File: src/rtl/series_sum_engine_if.sv
// series_sum_engine_if
//   Start/done handshake bundle for the series-sum compute slave.
//   master : requester (drives Start, Abort, Mode, N_in)
//   slave  : series_sum_engine (drives Busy, Done, Result, Overflow)
//   Parameters WIDTH / ACC_WIDTH must match the attached engine.
interface series_sum_engine_if #(
  parameter int WIDTH     = 8,
  parameter int ACC_WIDTH = 16
);
  logic                 Start;
  logic                 Abort;
  logic                 Mode;
  logic [WIDTH-1:0]     N_in;
  logic                 Busy;
  logic                 Done;
  logic [ACC_WIDTH-1:0] Result;
  logic                 Overflow;

  modport master (
    output Start, Abort, Mode, N_in,
    input  Busy, Done, Result, Overflow
  );

  modport slave (
    input  Start, Abort, Mode, N_in,
    output Busy, Done, Result, Overflow
  );
endinterface

File: src/rtl/series_sum_engine.sv
// series_sum_engine
//   Accumulates sum(k) or sum(k*k) for k = 1..N, one term per clock, behind
//   a Start/Done handshake.
//   Ports:
//     Clk    : clock, rising edge
//     Rst_n  : asynchronous active-low reset
//     bus    : series_sum_engine_if.slave
//              Start/Abort/Mode/N_in in; Busy/Done/Result/Overflow out
//   Build option:
//     SERIES_SUM_SATURATE_EN : accumulator clamps at 2^ACC_WIDTH-1 on
//                              overflow instead of wrapping.
module series_sum_engine #(
  parameter int WIDTH     = 8,
  parameter int ACC_WIDTH = 16
) (
  input  logic                  Clk,
  input  logic                  Rst_n,
  series_sum_engine_if.slave    bus
);

  // k*k must fit the accumulator without truncation.
  if (ACC_WIDTH < 2 * WIDTH) begin : g_width_check
    $error("series_sum_engine: ACC_WIDTH must be >= 2*WIDTH");
  end

  typedef enum logic [1:0] {
    IDLE = 2'd0,
    RUN  = 2'd1,
    DONE = 2'd2
  } state_t;

  state_t               state_q, state_d;
  logic [WIDTH-1:0]     c_q, c_d;
  logic [WIDTH-1:0]     n_q, n_d;
  logic                 mode_q, mode_d;
  logic [ACC_WIDTH-1:0] acc_q, acc_d;
  logic                 ovf_q, ovf_d;

  logic [2*WIDTH-1:0]   sq;
  logic [ACC_WIDTH-1:0] term;
  logic [ACC_WIDTH:0]   add_res;

  // Returns {carry, sum}. With saturation, any carry pins the sum at full
  // scale; since every term is >= 1, a clamped accumulator carries again on
  // each later addition and therefore stays clamped.
  function automatic logic [ACC_WIDTH:0] acc_add(
    input logic [ACC_WIDTH-1:0] a,
    input logic [ACC_WIDTH-1:0] b
  );
    logic [ACC_WIDTH:0] s;
    s = {1'b0, a} + {1'b0, b};
`ifdef SERIES_SUM_SATURATE_EN
    if (s[ACC_WIDTH]) s[ACC_WIDTH-1:0] = '1;
`endif
    return s;
  endfunction

  assign sq      = {{WIDTH{1'b0}}, c_q} * {{WIDTH{1'b0}}, c_q};
  assign term    = mode_q ? ACC_WIDTH'(sq) : ACC_WIDTH'(c_q);
  assign add_res = acc_add(acc_q, term);

  always_comb begin
    state_d = state_q;
    c_d     = c_q;
    n_d     = n_q;
    mode_d  = mode_q;
    acc_d   = acc_q;
    ovf_d   = ovf_q;
    case (state_q)
      IDLE: begin
        if (bus.Start) begin
          n_d     = bus.N_in;
          mode_d  = bus.Mode;
          acc_d   = '0;
          ovf_d   = 1'b0;
          c_d     = WIDTH'(1);
          state_d = (bus.N_in != '0) ? RUN : DONE;
        end
      end
      RUN: begin
        // Abort wins over the addition; the partial sum remains visible.
        if (bus.Abort) begin
          state_d = IDLE;
        end else begin
          acc_d = add_res[ACC_WIDTH-1:0];
          ovf_d = ovf_q | add_res[ACC_WIDTH];
          if (c_q == n_q) state_d = DONE;
          else            c_d     = c_q + WIDTH'(1);
        end
      end
      DONE:    state_d = IDLE;
      default: state_d = IDLE;
    endcase
  end

  always_ff @(posedge Clk or negedge Rst_n) begin
    if (!Rst_n) begin
      state_q <= IDLE;
      c_q     <= '0;
      n_q     <= '0;
      mode_q  <= 1'b0;
      acc_q   <= '0;
      ovf_q   <= 1'b0;
    end else begin
      state_q <= state_d;
      c_q     <= c_d;
      n_q     <= n_d;
      mode_q  <= mode_d;
      acc_q   <= acc_d;
      ovf_q   <= ovf_d;
    end
  end

  assign bus.Busy     = (state_q == RUN);
  assign bus.Done     = (state_q == DONE);
  assign bus.Result   = acc_q;
  assign bus.Overflow = ovf_q;

endmodule

File: src/flat_wrapper.sv
// flat-port wrapper written by rule: the top's interface ports become plain ports
module series_sum_engine_flat 
#(
  parameter int WIDTH     = 8,
  parameter int ACC_WIDTH = 16
)
  (Clk, Rst_n, bus_Start, bus_Abort, bus_Mode, bus_N_in, bus_Busy, bus_Done, bus_Result, bus_Overflow);
  series_sum_engine_if #(.WIDTH(WIDTH), .ACC_WIDTH(ACC_WIDTH)) bus_i ();
  input  logic Clk;
  input  logic Rst_n;
  input wire logic [$bits(bus_i.Start)-1:0] bus_Start;
  input wire logic [$bits(bus_i.Abort)-1:0] bus_Abort;
  input wire logic [$bits(bus_i.Mode)-1:0] bus_Mode;
  input wire logic [$bits(bus_i.N_in)-1:0] bus_N_in;
  output wire logic [$bits(bus_i.Busy)-1:0] bus_Busy;
  output wire logic [$bits(bus_i.Done)-1:0] bus_Done;
  output wire logic [$bits(bus_i.Result)-1:0] bus_Result;
  output wire logic [$bits(bus_i.Overflow)-1:0] bus_Overflow;
  assign bus_i.Start = bus_Start;
  assign bus_i.Abort = bus_Abort;
  assign bus_i.Mode = bus_Mode;
  assign bus_i.N_in = bus_N_in;
  assign bus_Busy = bus_i.Busy;
  assign bus_Done = bus_i.Done;
  assign bus_Result = bus_i.Result;
  assign bus_Overflow = bus_i.Overflow;
  series_sum_engine #(.WIDTH(WIDTH), .ACC_WIDTH(ACC_WIDTH)) u_core (.Clk(Clk), .Rst_n(Rst_n), .bus(bus_i));
endmodule
File: config.mk
export PLATFORM = sky130hd
export DESIGN_NAME = series_sum_engine_flat
export DESIGN_NICKNAME = d
export VERILOG_FILES = /design/src/rtl/series_sum_engine_if.sv /design/src/rtl/series_sum_engine.sv /design/src/flat_wrapper.sv
export SDC_FILE = /design/constraint.sdc
export NUM_CORES = 1
export LEC_CHECK = 0
export BUFFER_PORTS_ARGS = -buffer_cell sky130_fd_sc_hd__buf_2
export CORE_UTILIZATION = 56
export DETAILED_ROUTE_END_ITERATION = 10
export GPL_ROUTABILITY_DRIVEN = 0
export GPL_TIMING_DRIVEN = 1
export PLACE_DENSITY = 0.78
export SYNTH_ARGS = -nofsm -noshare
export SYNTH_HDL_FRONTEND = slang
export SYNTH_SLANG_ARGS = --single-unit
File: constraint.sdc
create_clock -name Clk -period 5 [get_ports Clk]
set_input_delay 0.5 -clock Clk [delete_from_list [all_inputs] [get_ports Clk]]
set_output_delay 0.5 -clock Clk [all_outputs]
set_load 0.005 [all_outputs]
==> results.cfg <==
[sta]
hold_viol = 0
fmax_ghz = 0.182
post-route-period-util_pct = 110
skew_ns = 0.00327
grt_setup_unrepaired = yes
period_minus_slack_ns = 5.50
setup_viol = 7
fin_ws_ns = -0.501
timing.slew.headroom_pct = 41.8
tightest_slew_ns = 0.872
setup_tns_ns = -2.11
drv_slew = 0

[grt]
grt_pass1_wl_um = 17500
track_usage_pct = 29.2
grt_max_degree = 37
first_global_vias = 3757
antenna_found_initial = 0
grt_remaining_overflow = 0

[power]
ir_drop_uv = 227
finalPower_w = 0.000994
powerDensity_nw_per_um2 = 185
leakage_nw = 2.77

[critical_path]
cpPeakStageDelay_ns = 0.60
end_kind = register
start_kind = register
crit_buf_inv = 6
crit_type = reg2reg
cp_top_family = adder cells
path_max_fanout = 5
worstPathArrival_ns = 5.69
cp_slowest_cell = fa_1
cp_common_cell = inv_1
required_ns = 5.19

[drt]
wl_met1_um = 5180
wl_met3_um = 651
ant_nets = 0
drt-pass1-iter-count = 5
num_vias = 3913
met2_length_um = 5930
wl_per_cell_um = 17.8
drcViolationCount = 0
drt_iter0_drc = 290
via_per_inst = 5.76
totalWireLength_um = 12100
highest_layer = met4

[outcome]
violations = setup timing
status = finished, violations left

[floorplanning]
start_util_pct = 59.0
rows = 30
die_w_um = 87.3
die_y_um = 87.3
io_pins = 32
die-area_um2 = 7620
core_area_um2 = 6910

[yosys]
synth-edff-count = 0
yosysWarnings = 0
synthArstFlopShare_pct = 100
ys_seq_area_share_pct = 22.1
synth_area_um2 = 4080
synth_cell_types = 52
synth.avg_cell_area_um2 = 8.58
postSynthCellCount = 475
synth_seq_cells = 36
ys.flop_type = dfrtp_1
synth_fp_nets = 562

[placed_design]
port_buffers = 31
preCtsSetupSlack_ns = -0.341
dp_hpwl_um = 7640
dp.cells = 647

[min_path]
holdCritPathClass = in2async

[clocking]
cts_tree = done
cts.sinks = 36
ctsRootBufferMaster = clkbuf_8
clk_latency_ns = 0.30
clk_path_buf_depth = 2
clkTransAtPathRegs_ns = 0.08
numCtsBuffers = 5
htree_levels = 2

[layout]
fin_util_pct = 77.9
drive_gt1_share_pct = 34.3
areaGrowthSynthToFinish_pct = 32.1
fin_nets = 669
num_antenna_cells = 0
final_cells = 679

[run]
cap_violations = 0
==> final cells by class <==
type / count / area, um2
clock buffer: 5 / 68.8
clock inverter: 3 / 18.8
fill: 476 / 1530
inverter: 52 / 195
multi-input combinational: 371 / 3260
sequential: 36 / 910
tap: 96 / 120
timing repair buffer: 116 / 810
==> per-layer routing <==
layer  track usage (%)  up-vias
met5                 0        -
met2              49.4      165
met3              2.65       33
met1              39.4     1903
li1                  -     1812
met4              9.54        0
==> synthesized netlist by cell type (all sizes together) (3+ instances only) <==
cell type,n,area [um2]
xor2,15,131
buf,9,47.6
nand2b,4,25.0
inv,51,191
a21o,6,45.0
xnor2,23,201
nand2,59,221
nor3,5,25.0
a211oi,4,30.0
dfrtp,36,901
nor2b,7,43.8
a21oi,24,124
o21bai,5,37.5
or3,6,37.5
o21ai,32,164
nor2,33,126
o211ai,3,22.5
ha,48,601
and3,3,18.8
and2,18,113
fa,26,521
mux2,3,33.8
a22o,11,96.3
nand4,3,18.8
nand3,3,15.0
clkbuf,7,26.3
o21a,5,37.5
==> report_power, final <==
| part | total [W] | leakage [nW] | switching, W | internal (W) |
|---|---|---|---|---|
| clock | 0.000213 | 0.0479 | 0.000116 | 0.0000972 |
| combinational | 0.000388 | 2.25 | 0.000225 | 0.000163 |
| sequential | 0.000393 | 0.469 | 0.0000532 | 0.000340 |
| total | 0.000994 | 2.77 | 0.000394 | 0.000600 |
==> cell families after synthesis <==
logic type,after synthesis,synth area share (%)
mux,5,1.32
simple gates,149,17.5
fa+ha+maj,74,27.5
xor+xnor,38,8.17
buf+inv,68,6.60
compound gates,105,16.8
flops,36,22.1
==> per-stage QoR <==
stage	instance area (um2)	hold slack, ns
4_1_cts	5190	0.329
5_1_grt	5380	0.374
3_5_place_dp	4820	0.489
3_3_place_gp	4820	0.482
6_report	5380	0.303
2_1_floorplan	4190	0.204
==> final timing paths <==
check | from | end | slack, ns | cells after the start
setup / recovery | u_core.c_q[0]$_DFFE_PN0P_ | u_core.bus.Result[13]$_DFFE_PN0P_ | -0.50 | 25
hold reg to reg | u_core.n_q[5]$_DFFE_PN0P_ | u_core.n_q[5]$_DFFE_PN0P_ | 0.50 | 2
max in group asynchronous | Rst_n | u_core.c_q[2]$_DFFE_PN0P_ | 4.08 | 1
setup reg to reg | u_core.c_q[0]$_DFFE_PN0P_ | u_core.bus.Result[13]$_DFFE_PN0P_ | -0.50 | 25
hold / removal | Rst_n | u_core.bus.Result[8]$_DFFE_PN0P_ | 0.30 | 1
min in group Clk | bus_N_in[4] | u_core.n_q[4]$_DFFE_PN0P_ | 0.40 | 3
==> flip-flops by register name, indices dropped and copies added, names as in the netlist <==
register             cells
u_core.n_q               8
u_core.mode_q            1
u_core.bus.Overflow      1
u_core.c_q               8
u_core.bus.Result       16
u_core.state_q           2
==> cells in the final DEF (no fill, tap or decap), drive strengths merged, types with 2 or more instances in the layout <==
master  count
inv        51
a31oi       2
a21o        6
nand3       3
mux2i       2
or4         2
a21boi      2
a22o       11
and2       18
nor2       33
nor3        5
o21bai      5
o21ai      32
xnor2      23
fa         26
clkbuf      5
mux2        3
nor4        2
a211oi      4
o21a        5
nand4       3
o211ai      3
buf       116
nand2      59
or3         6
nor2b       7
a21oi      24
ha         48
xor2       15
dfrtp      36
clkinv      4
nand2b      4
and3        3
==> what timing repair did <==
action                                  4_1_cts  5_1_grt
resized for setup                            44       23
pin swaps                                    28       24
hold buffers                                  0        0
endpoints found under the setup margin        7       10
setup buffers                                18        8
(Power assumes the default switching activity.)
